===== config.mk =====
export PLATFORM = sky130hd
export DESIGN_NAME = apb_master_flat
export DESIGN_NICKNAME = d
export VERILOG_FILES = /design/src/rtl/apb_master_if.sv /design/src/rtl/apb_master.sv /design/src/flat_wrapper.sv
export SDC_FILE = /design/constraint.sdc
export NUM_CORES = 1
export LEC_CHECK = 0
export CAP_MARGIN = 20
export CELL_PAD_IN_SITES_DETAIL_PLACEMENT = 1
export CELL_PAD_IN_SITES_GLOBAL_PLACEMENT = 1
export CORE_ASPECT_RATIO = 1.2
export CORE_MARGIN = 2
export CORE_UTILIZATION = 33
export DETAILED_ROUTE_END_ITERATION = 10
export HOLD_SLACK_MARGIN = 0.1
export PLACE_DENSITY_LB_ADDON = 0.1
export SYNTH_ARGS = -nofsm -noshare
export SYNTH_HDL_FRONTEND = slang
export SYNTH_SLANG_ARGS = --single-unit

===== constraint.sdc =====
create_clock -name PCLK -period 4.1 [get_ports PCLK]
set_input_delay 0.615 -clock PCLK [delete_from_list [all_inputs] [get_ports PCLK]]
set_output_delay 0.615 -clock PCLK [all_outputs]
set_load 0.01 [all_outputs]

===== src/rtl/apb_master_if.sv =====
// Host command/response and APB signal bundle for apb_master.
// The master modport is the initiator's view; slave is the host/APB-slave side.
interface apb_master_if #(
  parameter int unsigned ADDR_WIDTH = 7,
  parameter int unsigned DATA_WIDTH = 8
) ();

  logic                  cmd_valid;
  logic                  cmd_ready;
  logic                  cmd_write;
  logic [ADDR_WIDTH-1:0] cmd_addr;
  logic [DATA_WIDTH-1:0] cmd_wdata;
  logic                  rsp_valid;
  logic [DATA_WIDTH-1:0] rsp_rdata;
  logic                  rsp_error;
  logic                  busy;
  logic                  PSELx;
  logic                  PENABLE;
  logic                  PWRITE;
  logic [ADDR_WIDTH-1:0] PADDR;
  logic [DATA_WIDTH-1:0] PWDATA;
  logic                  PREADY;
  logic [DATA_WIDTH-1:0] PRDATA;

  modport master (
    input  cmd_valid, cmd_write, cmd_addr, cmd_wdata, PREADY, PRDATA,
    output cmd_ready, rsp_valid, rsp_rdata, rsp_error, busy,
           PSELx, PENABLE, PWRITE, PADDR, PWDATA
  );

  modport slave (
    output cmd_valid, cmd_write, cmd_addr, cmd_wdata, PREADY, PRDATA,
    input  cmd_ready, rsp_valid, rsp_rdata, rsp_error, busy,
           PSELx, PENABLE, PWRITE, PADDR, PWDATA
  );

endinterface


===== src/rtl/apb_master.sv =====
// APB initiator: one host command becomes one IDLE->SETUP->ACCESS transfer, answered by a
// single-cycle response pulse carrying read data or a timeout error.
module apb_master #(
  parameter int unsigned ADDR_WIDTH = 7,
  parameter int unsigned DATA_WIDTH = 8,
  parameter int unsigned TIMEOUT    = 16
) (
  input logic          PCLK,
  input logic          PRESET,
  apb_master_if.master bus_io
);

  localparam int unsigned     CntW       = (TIMEOUT == 0) ? 1 : $clog2(TIMEOUT + 1);
  localparam logic [CntW-1:0] TimeoutCnt = CntW'(TIMEOUT);

  typedef enum logic [1:0] {StIdle, StSetup, StAccess} state_e;

  state_e                state_q;
  logic [CntW-1:0]       wait_q;
  logic                  psel_q;
  logic                  penable_q;
  logic                  pwrite_q;
  logic [ADDR_WIDTH-1:0] paddr_q;
  logic [DATA_WIDTH-1:0] pwdata_q;
  logic                  rsp_valid_q;
  logic                  rsp_error_q;
  logic [DATA_WIDTH-1:0] rsp_rdata_q;

  always_ff @(posedge PCLK) begin
    if (PRESET) begin
      state_q     <= StIdle;
      wait_q      <= '0;
      psel_q      <= 1'b0;
      penable_q   <= 1'b0;
      pwrite_q    <= 1'b0;
      paddr_q     <= '0;
      pwdata_q    <= '0;
      rsp_valid_q <= 1'b0;
      rsp_error_q <= 1'b0;
      rsp_rdata_q <= '0;
    end else begin
      rsp_valid_q <= 1'b0;
      rsp_error_q <= 1'b0;
      unique case (state_q)
        StIdle: begin
          if (bus_io.cmd_valid) begin
            pwrite_q <= bus_io.cmd_write;
            paddr_q  <= bus_io.cmd_addr;
            pwdata_q <= bus_io.cmd_wdata;
            psel_q   <= 1'b1;
            wait_q   <= '0;
            state_q  <= StSetup;
          end
        end
        StSetup: begin
          penable_q <= 1'b1;
          state_q   <= StAccess;
        end
        StAccess: begin
          // Completion is checked first so PREADY at the timeout count still wins.
          if (bus_io.PREADY) begin
            rsp_valid_q <= 1'b1;
            rsp_rdata_q <= pwrite_q ? '0 : bus_io.PRDATA;
            psel_q      <= 1'b0;
            penable_q   <= 1'b0;
            state_q     <= StIdle;
          end else if ((TIMEOUT != 0) && (wait_q == TimeoutCnt)) begin
            rsp_valid_q <= 1'b1;
            rsp_error_q <= 1'b1;
            rsp_rdata_q <= '0;
            psel_q      <= 1'b0;
            penable_q   <= 1'b0;
            state_q     <= StIdle;
          end else if (TIMEOUT != 0) begin
            wait_q <= wait_q + 1'b1;
          end
        end
        default: begin
          psel_q    <= 1'b0;
          penable_q <= 1'b0;
          state_q   <= StIdle;
        end
      endcase
    end
  end

  assign bus_io.cmd_ready = (state_q == StIdle);
  assign bus_io.busy      = (state_q != StIdle);
  assign bus_io.PSELx     = psel_q;
  assign bus_io.PENABLE   = penable_q;
  assign bus_io.PWRITE    = pwrite_q;
  assign bus_io.PADDR     = paddr_q;
  assign bus_io.PWDATA    = pwdata_q;
  assign bus_io.rsp_valid = rsp_valid_q;
  assign bus_io.rsp_error = rsp_error_q;
  assign bus_io.rsp_rdata = rsp_rdata_q;

endmodule

===== src/flat_wrapper.sv =====
// flat-port wrapper written by rule: the top's interface ports become plain ports
module apb_master_flat 
#(
  parameter int unsigned ADDR_WIDTH = 7,
  parameter int unsigned DATA_WIDTH = 8,
  parameter int unsigned TIMEOUT    = 16
)
  (PCLK, PRESET, bus_io_cmd_valid, bus_io_cmd_write, bus_io_cmd_addr, bus_io_cmd_wdata, bus_io_PREADY, bus_io_PRDATA, bus_io_cmd_ready, bus_io_rsp_valid, bus_io_rsp_rdata, bus_io_rsp_error, bus_io_busy, bus_io_PSELx, bus_io_PENABLE, bus_io_PWRITE, bus_io_PADDR, bus_io_PWDATA);
  apb_master_if #(.ADDR_WIDTH(ADDR_WIDTH), .DATA_WIDTH(DATA_WIDTH)) bus_io_i ();
  input logic PCLK;
  input logic PRESET;
  input wire logic [$bits(bus_io_i.cmd_valid)-1:0] bus_io_cmd_valid;
  input wire logic [$bits(bus_io_i.cmd_write)-1:0] bus_io_cmd_write;
  input wire logic [$bits(bus_io_i.cmd_addr)-1:0] bus_io_cmd_addr;
  input wire logic [$bits(bus_io_i.cmd_wdata)-1:0] bus_io_cmd_wdata;
  input wire logic [$bits(bus_io_i.PREADY)-1:0] bus_io_PREADY;
  input wire logic [$bits(bus_io_i.PRDATA)-1:0] bus_io_PRDATA;
  output wire logic [$bits(bus_io_i.cmd_ready)-1:0] bus_io_cmd_ready;
  output wire logic [$bits(bus_io_i.rsp_valid)-1:0] bus_io_rsp_valid;
  output wire logic [$bits(bus_io_i.rsp_rdata)-1:0] bus_io_rsp_rdata;
  output wire logic [$bits(bus_io_i.rsp_error)-1:0] bus_io_rsp_error;
  output wire logic [$bits(bus_io_i.busy)-1:0] bus_io_busy;
  output wire logic [$bits(bus_io_i.PSELx)-1:0] bus_io_PSELx;
  output wire logic [$bits(bus_io_i.PENABLE)-1:0] bus_io_PENABLE;
  output wire logic [$bits(bus_io_i.PWRITE)-1:0] bus_io_PWRITE;
  output wire logic [$bits(bus_io_i.PADDR)-1:0] bus_io_PADDR;
  output wire logic [$bits(bus_io_i.PWDATA)-1:0] bus_io_PWDATA;
  assign bus_io_i.cmd_valid = bus_io_cmd_valid;
  assign bus_io_i.cmd_write = bus_io_cmd_write;
  assign bus_io_i.cmd_addr = bus_io_cmd_addr;
  assign bus_io_i.cmd_wdata = bus_io_cmd_wdata;
  assign bus_io_i.PREADY = bus_io_PREADY;
  assign bus_io_i.PRDATA = bus_io_PRDATA;
  assign bus_io_cmd_ready = bus_io_i.cmd_ready;
  assign bus_io_rsp_valid = bus_io_i.rsp_valid;
  assign bus_io_rsp_rdata = bus_io_i.rsp_rdata;
  assign bus_io_rsp_error = bus_io_i.rsp_error;
  assign bus_io_busy = bus_io_i.busy;
  assign bus_io_PSELx = bus_io_i.PSELx;
  assign bus_io_PENABLE = bus_io_i.PENABLE;
  assign bus_io_PWRITE = bus_io_i.PWRITE;
  assign bus_io_PADDR = bus_io_i.PADDR;
  assign bus_io_PWDATA = bus_io_i.PWDATA;
  apb_master #(.ADDR_WIDTH(ADDR_WIDTH), .DATA_WIDTH(DATA_WIDTH), .TIMEOUT(TIMEOUT)) u_core (.PCLK(PCLK), .PRESET(PRESET), .bus_io(bus_io_i));
endmodule

# After elaboration in Yosys (flattened, before gate mapping)
# Cells that the tools add are included.
[op_classes] n_addsub=1 n_eq_ne=7 muxes=18 bitwise_logic=3 reduce_logical=12
[op_table] cell="8-bit two-way mux" n=3
[op_table] cell="5-bit two-way mux" n=3
[op_table] cell="5-bit one-hot mux with 2 select lines" n=1
[op_table] cell="2-bit AND reduction" n=4
[op_table] cell="2-bit two-way mux" n=3
[op_table] cell="2-bit != test (second input constant)" n=3
[op_table] cell="1-bit one-hot mux with 3 select lines" n=2
[op_table] cell="2-bit one-hot mux with 3 select lines" n=1
[op_table] cell="2-bit nonzero test" n=3
[op_table] cell="5-bit by 1-bit adder with 5-bit output (second input constant)" n=1
[op_table] cell="5-bit equality test (second input constant)" n=1
[op_table] cell="1-bit two-way mux" n=5
[op_table] cell="4-bit AND reduction" n=1
[op_table] cell="3-bit by 2-bit != test with 1-bit output (second input constant)" n=1
[op_table] cell="1-bit inverter" n=3
[op_table] cell="3-bit AND reduction" n=1
[op_table] cell="3-bit OR reduction" n=1
[op_table] cell="2-bit by 1-bit equality test with 1-bit output (second input constant)" n=1
[op_table] cell="2-bit equality test (second input constant)" n=1
[op_table] cell="2-bit zero test" n=1
[op_table] cell="2-bit OR reduction" n=1
[totals] regBits=35 input_bits=28 out_inout_bits=30 elab_cells=51

# Logic depth before layout (Yosys ltp)
# Gate-level depths: netlist of the first run.
[logic_depth] ltp_word=4 ltp_mapped=8 depth_no_buf=6

# Worst setup path before layout of the first run
# OpenSTA, ideal clock, no wires.
[synth_timing] path_type="input-to-reg" startpoint="in PRESET" endpoint="reg u_core.rsp_rdata_q[0], in the netlist u_core.bus_io.rsp_rdata[0]" setup_time_ns=0.059 arrival_ns=1.522 required_time_ns=4.041 setup_slack_ns=2.519 path_stages=4 path_buffers=1 cell_sequence="clkbuf_1 or2_4 nor3b_4 a22o_1"
[synth_rtl] element="start: declaration" line_no="flat_wrapper.sv:11" source="input logic PRESET;"
[synth_rtl] element="end signal: assignment" line_no="apb_master.sv:63" source="rsp_rdata_q <= pwrite_q ? '0 : bus_io.PRDATA;"
[synth_rtl] element="end: declaration" line_no="apb_master.sv:27" source="logic [DATA_WIDTH-1:0] rsp_rdata_q;"

# Worst setup path after layout of the first run
[layout_timing] startpoint="reg u_core.state_q[1]" endpoint="out bus_io_busy"
[layout_via] elab_chain_len=1
[layout_lines] element="start: declaration" line_no="apb_master.sv:18" source="state_e state_q;"
[layout_lines] element="start signal: assignment" line_no="apb_master.sv:31" source="state_q <= StIdle;"
[layout_lines] element="start signal: assignment" line_no="apb_master.sv:52" source="state_q <= StSetup;"
[layout_lines] element="start signal: assignment" line_no="apb_master.sv:57" source="state_q <= StAccess;"
[layout_lines] element="2-bit nonzero test" line_no="apb_master.sv:88" source="assign bus_io.busy = (state_q != StIdle);"
[layout_lines] element="end: declaration" line_no="flat_wrapper.sv:22" source="output wire logic [$bits(bus_io_i.busy)-1:0] bus_io_busy;"
# No other way between the ends.

==> summary.txt, run 1 <==
result of the run = completed
Cell Area, Synth = 0.00140 mm^2
setup TNS = 0 ns
Initial DRC Count = 22
Comb power frac = 16.0%
startpoint types = flop
Largest delay share family, worst path = flip-flops
P_sw = 0.178 mW
remaining global-route overflow = 0
synth warn = 0
H-tree levels = 2
ANT cells = 0
post-cts gate resize count = 0
pin count of the biggest net entering global routing = 19
CTS Buffer Depth = 2
top_reg_cell synth = dfxtp_1
total of max-cap violations = 0
crit-path max cell delay = 0.63 ns
CTS tree = built
worst-path maximum fanout = 13
Routed Antenna Nets = 0
Port Buffers = 57
final wirelength = 3.87 mm
Final WS setup = 1.78 ns
Worst setup endpoint = bus_io_busy
critical path type = reg -> out
Setup crit start = u_core.state_q[1]
Site Rows = 26
CP Cell Sequence = nor2_1, inv_1, clkdlybuf4s50_1
Mapped Avg Cell Area = 9.18 um^2
Max Clock Skew = 0.00440 ns
FF-to-FF path depth = 6
Sw Ratio = 24.8%
Period minus WS final = 2.32 ns
Area Growth Syn to Fin = 47.9%
Clk pwr share = 32.7%
worst-margin pin slew = 0.576 ns
die area = 0.00479 mm^2
FF-to-FF End = u_core.bus_io.rsp_rdata[2]
fmax = 430 MHz
I/O Pins = 58
cell depth of the worst setup path = 3
Vias per Instance = 4.87
Setup Fix Bufs, Post-CTS = 0
Net Count, Synth = 183
Final Setup Violations = 0
Sequential Power Share = 51.3%
Cells after Synth = 153
leakage power total = 0.774 nW
Placeable Area = 0.00416 mm^2
Total GRT Usage = 17.0%
worst hold path class = reg -> reg
worst path bufs/invs = 2
reg-to-reg slack, setup = 2.33 ns
Detailed Place HPWL = 2.91 mm
critical path capture point type = output pin
Post-synth EDFFs = 0
Die Y = 75.5 um
gpl congestion = 0.724
# DRC = 0
first-pass GRT wire length = 6.27 mm
Nets = 240
leading area contributor after synthesis = dfxtp_1
post-synth cell types = 32
fin crit share = 56.7%
vias in the first global route = 1,362
PwrDens = 346 mW/mm^2
Avg WL per Cell = 14.5 um
Async SR Flop Fraction = 0%
flops & latches, synth = 35
Synth top area share = 49.9%
Hold Fails Final Rpt = 0
Max Slew Vio Count = 0
Sink Count = 35
Root Driver = clkbuf_8
Seq/Total Area, Yosys = 49.9%
CTS Hold Bufs = 0
clock-pin slew on the worst setup and hold paths = 0.07 ns
crit path DAT = 1.71 ns
Die W = 63.5 um
ratio of cells with drive above 1 in the final layout = 6.64%
Slew HR = 61.5%
unrepaired setup endpoints after global routing = false
Max VDD drop = 0.160 mV
worst hold margin = 0.464 ns
via count = 1,301
DRT Pass-1 Iters = 4
initial antenna violation count = 0
Area contributors post-synth = dfxtp_1, nand2_1, a21oi_1
Worst path slowest cell = dfxtp_1
data required time of the worst path = 3.48 ns
initial core utilization = 33.7%
Worst-Skew Late Latency = 0.28 ns
worst slack, placed = 1.52 ns
internal power = 0.540 mW
r2r startpoint = u_core.wait_q[0]
Num CTS Buffers = 5
[power by group through the flow]
| stage | combinational (mW) | sequential, mW | clock (mW) |
|---|---|---|---|
| after detailed placement | 0.116 | 0.376 | 0 |
| final | 0.115 | 0.368 | 0.235 |
| after floorplan | 0.0472 | 0.378 | 0 |
| after global placement | 0.113 | 0.375 | 0 |
| after CTS | 0.117 | 0.368 | 0.244 |
| after global routing | 0.125 | 0.370 | 0.262 |
[area by class of cell]
type / instances / area [um^2]
clock buffer: 7 / 76.3
clock inverter: 1 / 5.00
fill: 513 / 2090
inverter: 4 / 15.0
multi-input combinational: 105 / 623
sequential: 35 / 701
tap: 56 / 70.1
timing repair buffer: 59 / 586
[worst min path at each step]
stage,from,to,slack (ns),cells after the start
2_1_floorplan,u_core.wait_q[3],u_core.wait_q[3],0.46,1
5_1_grt,u_core.bus_io.PWDATA[4],u_core.bus_io.PWDATA[4],0.49,2
6_report,u_core.bus_io.PWDATA[2],u_core.bus_io.PWDATA[2],0.46,2
3_3_place_gp,u_core.bus_io.PADDR[5],u_core.bus_io.PADDR[5],0.45,2
4_1_cts,u_core.bus_io.PWDATA[2],u_core.bus_io.PWDATA[2],0.46,2
3_5_place_dp,u_core.bus_io.PWDATA[2],u_core.bus_io.PWDATA[2],0.45,2
[cells by family (layout without fill, tap and decap cells)]
family	after synthesis	in the layout	share of synthesized area (%)
AND/OR/NAND/NOR	62	62	24.0
AO/OA/AOI/OAI	41	41	18.6
flip-flops	35	35	49.9
buffers and inverters	13	71	5.70
adder cells (fa/ha/maj)	2	2	1.78
[Yosys cell counts, types with 2 or more instances]
| library cell | count |
|---|---|
| nand2_1 | 34 |
| a31oi_1 | 2 |
| buf_6 | 3 |
| a211oi_1 | 2 |
| nor2_1 | 9 |
| o21ai_0 | 4 |
| dfxtp_1 | 35 |
| nor2b_1 | 2 |
| nand2b_1 | 3 |
| buf_4 | 2 |
| ha_1 | 2 |
| a21o_1 | 2 |
| inv_1 | 4 |
| clkbuf_1 | 3 |
| a21oi_1 | 19 |
| nand3_1 | 3 |
| nand3b_1 | 2 |
| a22o_1 | 8 |
[cell usage in the layout, fill, tap and decap left out, types with 2 or more instances in the layout]
| cell | instances |
|---|---|
| a22o_1 | 8 |
| buf_4 | 2 |
| nor2_1 | 9 |
| a211oi_1 | 2 |
| ha_1 | 2 |
| nand3b_1 | 2 |
| a21o_1 | 2 |
| a31oi_1 | 2 |
| nor2b_1 | 2 |
| clkbuf_8 | 5 |
| o21ai_0 | 4 |
| a21oi_1 | 19 |
| nand2_1 | 34 |
| nand2b_1 | 3 |
| clkdlybuf4s50_1 | 57 |
| nand3_1 | 3 |
| inv_1 | 4 |
| dfxtp_1 | 35 |
| clkbuf_1 | 2 |
[worst reg2reg max path: stages (launching register included)]
cell	delay, ns
dfxtp_1	0.45
inv_1	0.08
ha_1	0.23
nand4bb_4	0.12
nor2b_4	0.28
o21ba_1	0.36
a22o_1	0.19
[metrics by stage]
step	instances	util, %	total power, mW	instance area [um^2]
4_1_cts	267	49.8	0.729	2080
6_report	267	49.8	0.718	2080
2_1_floorplan	153	-	0.425	1400
3_5_place_dp	259	47.9	0.492	1990
3_3_place_gp	259	47.9	0.487	1990
5_1_grt	267	49.8	0.758	2080
[metal layers]
| layer | up-vias | share of wire [%] | global-route usage, % |
|---|---|---|---|
| met5 | - | 0 | 0 |
| met4 | 0 | 1.5 | 6.76 |
| met3 | 6 | 5.3 | 6.06 |
| met2 | 39 | 53 | 31.3 |
| met1 | 625 | 40 | 18.0 |
| li1 | 631 | - | - |
[flip-flops by register name, summed over array words and instances, names as in the netlist]
name and flops:
u_core.wait_q 5, u_core.bus_io.PSELx 1, u_core.bus_io.PADDR 7, u_core.bus_io.rsp_valid 1
u_core.bus_io.PENABLE 1, u_core.state_q 2, u_core.bus_io.rsp_rdata 8, u_core.bus_io.PWRITE 1
u_core.bus_io.PWDATA 8, u_core.bus_io.rsp_error 1
Note: power is estimated with default switching activity, not from simulation.
==> run 2: changes to the inputs <==
--- a/config.mk
+++ b/config.mk
@@ -10,7 +10,7 @@
 export CELL_PAD_IN_SITES_GLOBAL_PLACEMENT = 1
 export CORE_ASPECT_RATIO = 1.2
 export CORE_MARGIN = 2
-export CORE_UTILIZATION = 33
+export CORE_UTILIZATION = 30
 export DETAILED_ROUTE_END_ITERATION = 10
 export HOLD_SLACK_MARGIN = 0.1
 export PLACE_DENSITY_LB_ADDON = 0.1
==> constraint.sdc (replaced) <==
create_clock -name PCLK -period 2.4 [get_ports PCLK]
set_input_delay 0.36 -clock PCLK [delete_from_list [all_inputs] [get_ports PCLK]]
set_output_delay 0.36 -clock PCLK [all_outputs]
set_load 0.01 [all_outputs]
==> summary.txt, run 2 (synthesis results as in run 1) <==
ANT cells = 0 (unchanged)
PwrDens = 592 mW/mm^2 (+71%)
Period minus WS final = 1.90 ns
via count = 1,293 (-0.61%)
Max Slew Vio Count = 0 (unchanged)
initial antenna violation count = 0 (unchanged)
Die Y = 78.9 um (+4.6%)
Area Growth Syn to Fin = 48.8%
Initial DRC Count = 34 (+55%)
H-tree levels = 2 (unchanged)
ratio of cells with drive above 1 in the final layout = 7.55% (+0.91 points)
critical path type = reg -> out
leakage power total = 0.778 nW (+0.55%)
startpoint types = flop
CTS Buffer Depth = 2 (unchanged)
FF-to-FF path depth = 6 (unchanged)
initial core utilization = 30.8% (-2.9 points)
hold path depth = 2 (unchanged)
Hold Fails Final Rpt = 0 (unchanged)
Placeable Area = 0.00456 mm^2 (+9.5%)
Site Rows = 27 (+3.8%)
fmax = 527 MHz
Hold Path End = u_core.bus_io.PWDATA[3]
worst-margin pin slew = 0.586 ns (+0.0101 ns)
Max VDD drop = 0.231 mV (+45%)
Clk pwr share = 33.4% (+0.7 points)
final wirelength = 3.82 mm (-1.3%)
result of the run = completed
remaining global-route overflow = 0 (unchanged)
Comb power frac = 16.1% (about the same)
data required time of the worst path = 2.04 ns (-1.44 ns)
unrepaired setup endpoints after global routing = false
Layout fillers = 539 (+5.1%)
FF-to-FF End = u_core.bus_io.rsp_rdata[4]
origin of the worst min-delay path = u_core.bus_io.PWDATA[3]
total of max-cap violations = 0 (unchanged)
die area = 0.00524 mm^2 (+9.4%)
Nets = 241 (+0.42%)
Worst-Skew Late Latency = 0.28 ns (about the same)
reg-to-reg slack, setup = 0.65 ns (-1.68 ns)
worst hold path class = reg -> reg
gpl congestion = 0.731 (+0.86%)
I/O Pins = 58 (unchanged)
Max Clock Skew = 0.00474 ns (+0.000345 ns)
r2r startpoint = u_core.wait_q[0]
Sw Ratio = 25.4% (+0.63 points)
Final Setup Violations = 0 (unchanged)
clock-pin slew on the worst setup and hold paths = 0.07 ns (about the same)
DRT Pass-1 Iters = 3 (-1)
Vias per Instance = 4.79 (-1.7%)
Root Driver = clkbuf_8
crit path DAT = 1.54 ns (-0.17 ns)
pin count of the biggest net entering global routing = 27 (+8)
internal power = 0.922 mW (+71%)
Total GRT Usage = 15.8% (-1.2 points)
most frequent cells in the layout = clkdlybuf4s50_1, dfxtp_1, nand2_1
Num CTS Buffers = 5 (unchanged)
Overall Power = 1.24 mW (+72%)
Sequential Power Share = 50.5% (-0.8 points)
CTS tree = built
Routed Antenna Nets = 0 (unchanged)
commonest non-fill, non-tap cell in the layout = clkdlybuf4s50_1
fin crit share = 79.1%
worst-path maximum fanout = 10 (-3)
Sink Count = 35 (unchanged)
Setup Fix Bufs, Post-CTS = 0 (unchanged)
Die W = 66.4 um (+4.6%)
Port Buffers = 57 (unchanged)
vias in the first global route = 1,347 (-1.1%)
# DRC = 0 (unchanged)
Detailed Place HPWL = 2.87 mm (-1.5%)
final core occ = 45.8% (-4.0 points)
Setup crit start = u_core.state_q[0]
Slew HR = 60.9% (-0.67 points)
post-cts gate resize count = 0 (unchanged)
setup TNS = 0 ns (unchanged)
CTS Hold Bufs = 0 (unchanged)
P_sw = 0.314 mW (+77%)
critical path capture point type = output pin
Avg WL per Cell = 14.1 um (-2.4%)
first-pass GRT wire length = 6.40 mm (+2.1%)
## run 2: layer usage
| layer | track usage [%] | share of wire [%] | up-vias |
|---|---|---|---|
| met4 | 5.51 | 1.3 | 0 |
| met1 | 17.7 | 41 | 612 |
| met3 | 4.96 | 6.1 | 5 |
| met5 | 0 | 0 | - |
| li1 | - | - | 636 |
| met2 | 27.8 | 51 | 40 |
## run 2: through the flow
| step | instance area (um^2) | setup WS [ns] | hold WS, ns | std cells |
|---|---|---|---|---|
| 2_1_floorplan | 1400 | 0.873 | 0.439 | 153 |
| 3_3_place_gp | 2000 | 0.673 | 0.443 | 262 |
| 3_5_place_dp | 2000 | 0.593 | 0.453 | 262 |
| 4_1_cts | 2090 | 0.487 | 0.464 | 270 |
| 5_1_grt | 2090 | 0.385 | 0.484 | 270 |
| 6_report | 2090 | 0.502 | 0.458 | 270 |
## run 2: worst max path at each step
| stage | endpoint | slack, ns | depth (start not counted) |
|---|---|---|---|
| 6_report | bus_io_busy | 0.50 | 3 |
| 3_5_place_dp | u_core.wait_q[3] | 0.59 | 5 |
| 3_3_place_gp | u_core.bus_io.rsp_rdata[2] | 0.67 | 4 |
| 5_1_grt | bus_io_busy | 0.38 | 3 |
| 4_1_cts | bus_io_busy | 0.49 | 3 |
| 2_1_floorplan | u_core.bus_io.rsp_rdata[0] | 0.87 | 8 |
## run 2: final cells by class
class,count,area [um^2],area share (%)
flip-flops and latches,35,701,33.5
multi-input cells,105,623,29.8
repair buffers,60,593,28.4
clock buffers,6,72.6,3.47
well taps,58,72.6,3.47
inverters,4,15.0,0.719
clock inverters,2,12.5,0.599
## run 2: power by group through the flow
stage	Clock [mW]	Sequential, mW	Combinational (mW)
6_report	0.413	0.625	0.200
4_1_cts	0.427	0.625	0.204
5_1_grt	0.457	0.628	0.219
2_1_floorplan	0	0.645	0.0806
3_5_place_dp	0	0.638	0.202
3_3_place_gp	0	0.637	0.199
## run 2: critical path: stages, from the launching register on
cell             delay, ns
dfxtp_1               0.52
nor2_1                0.14
inv_1                 0.07
clkdlybuf4s50_1       0.53
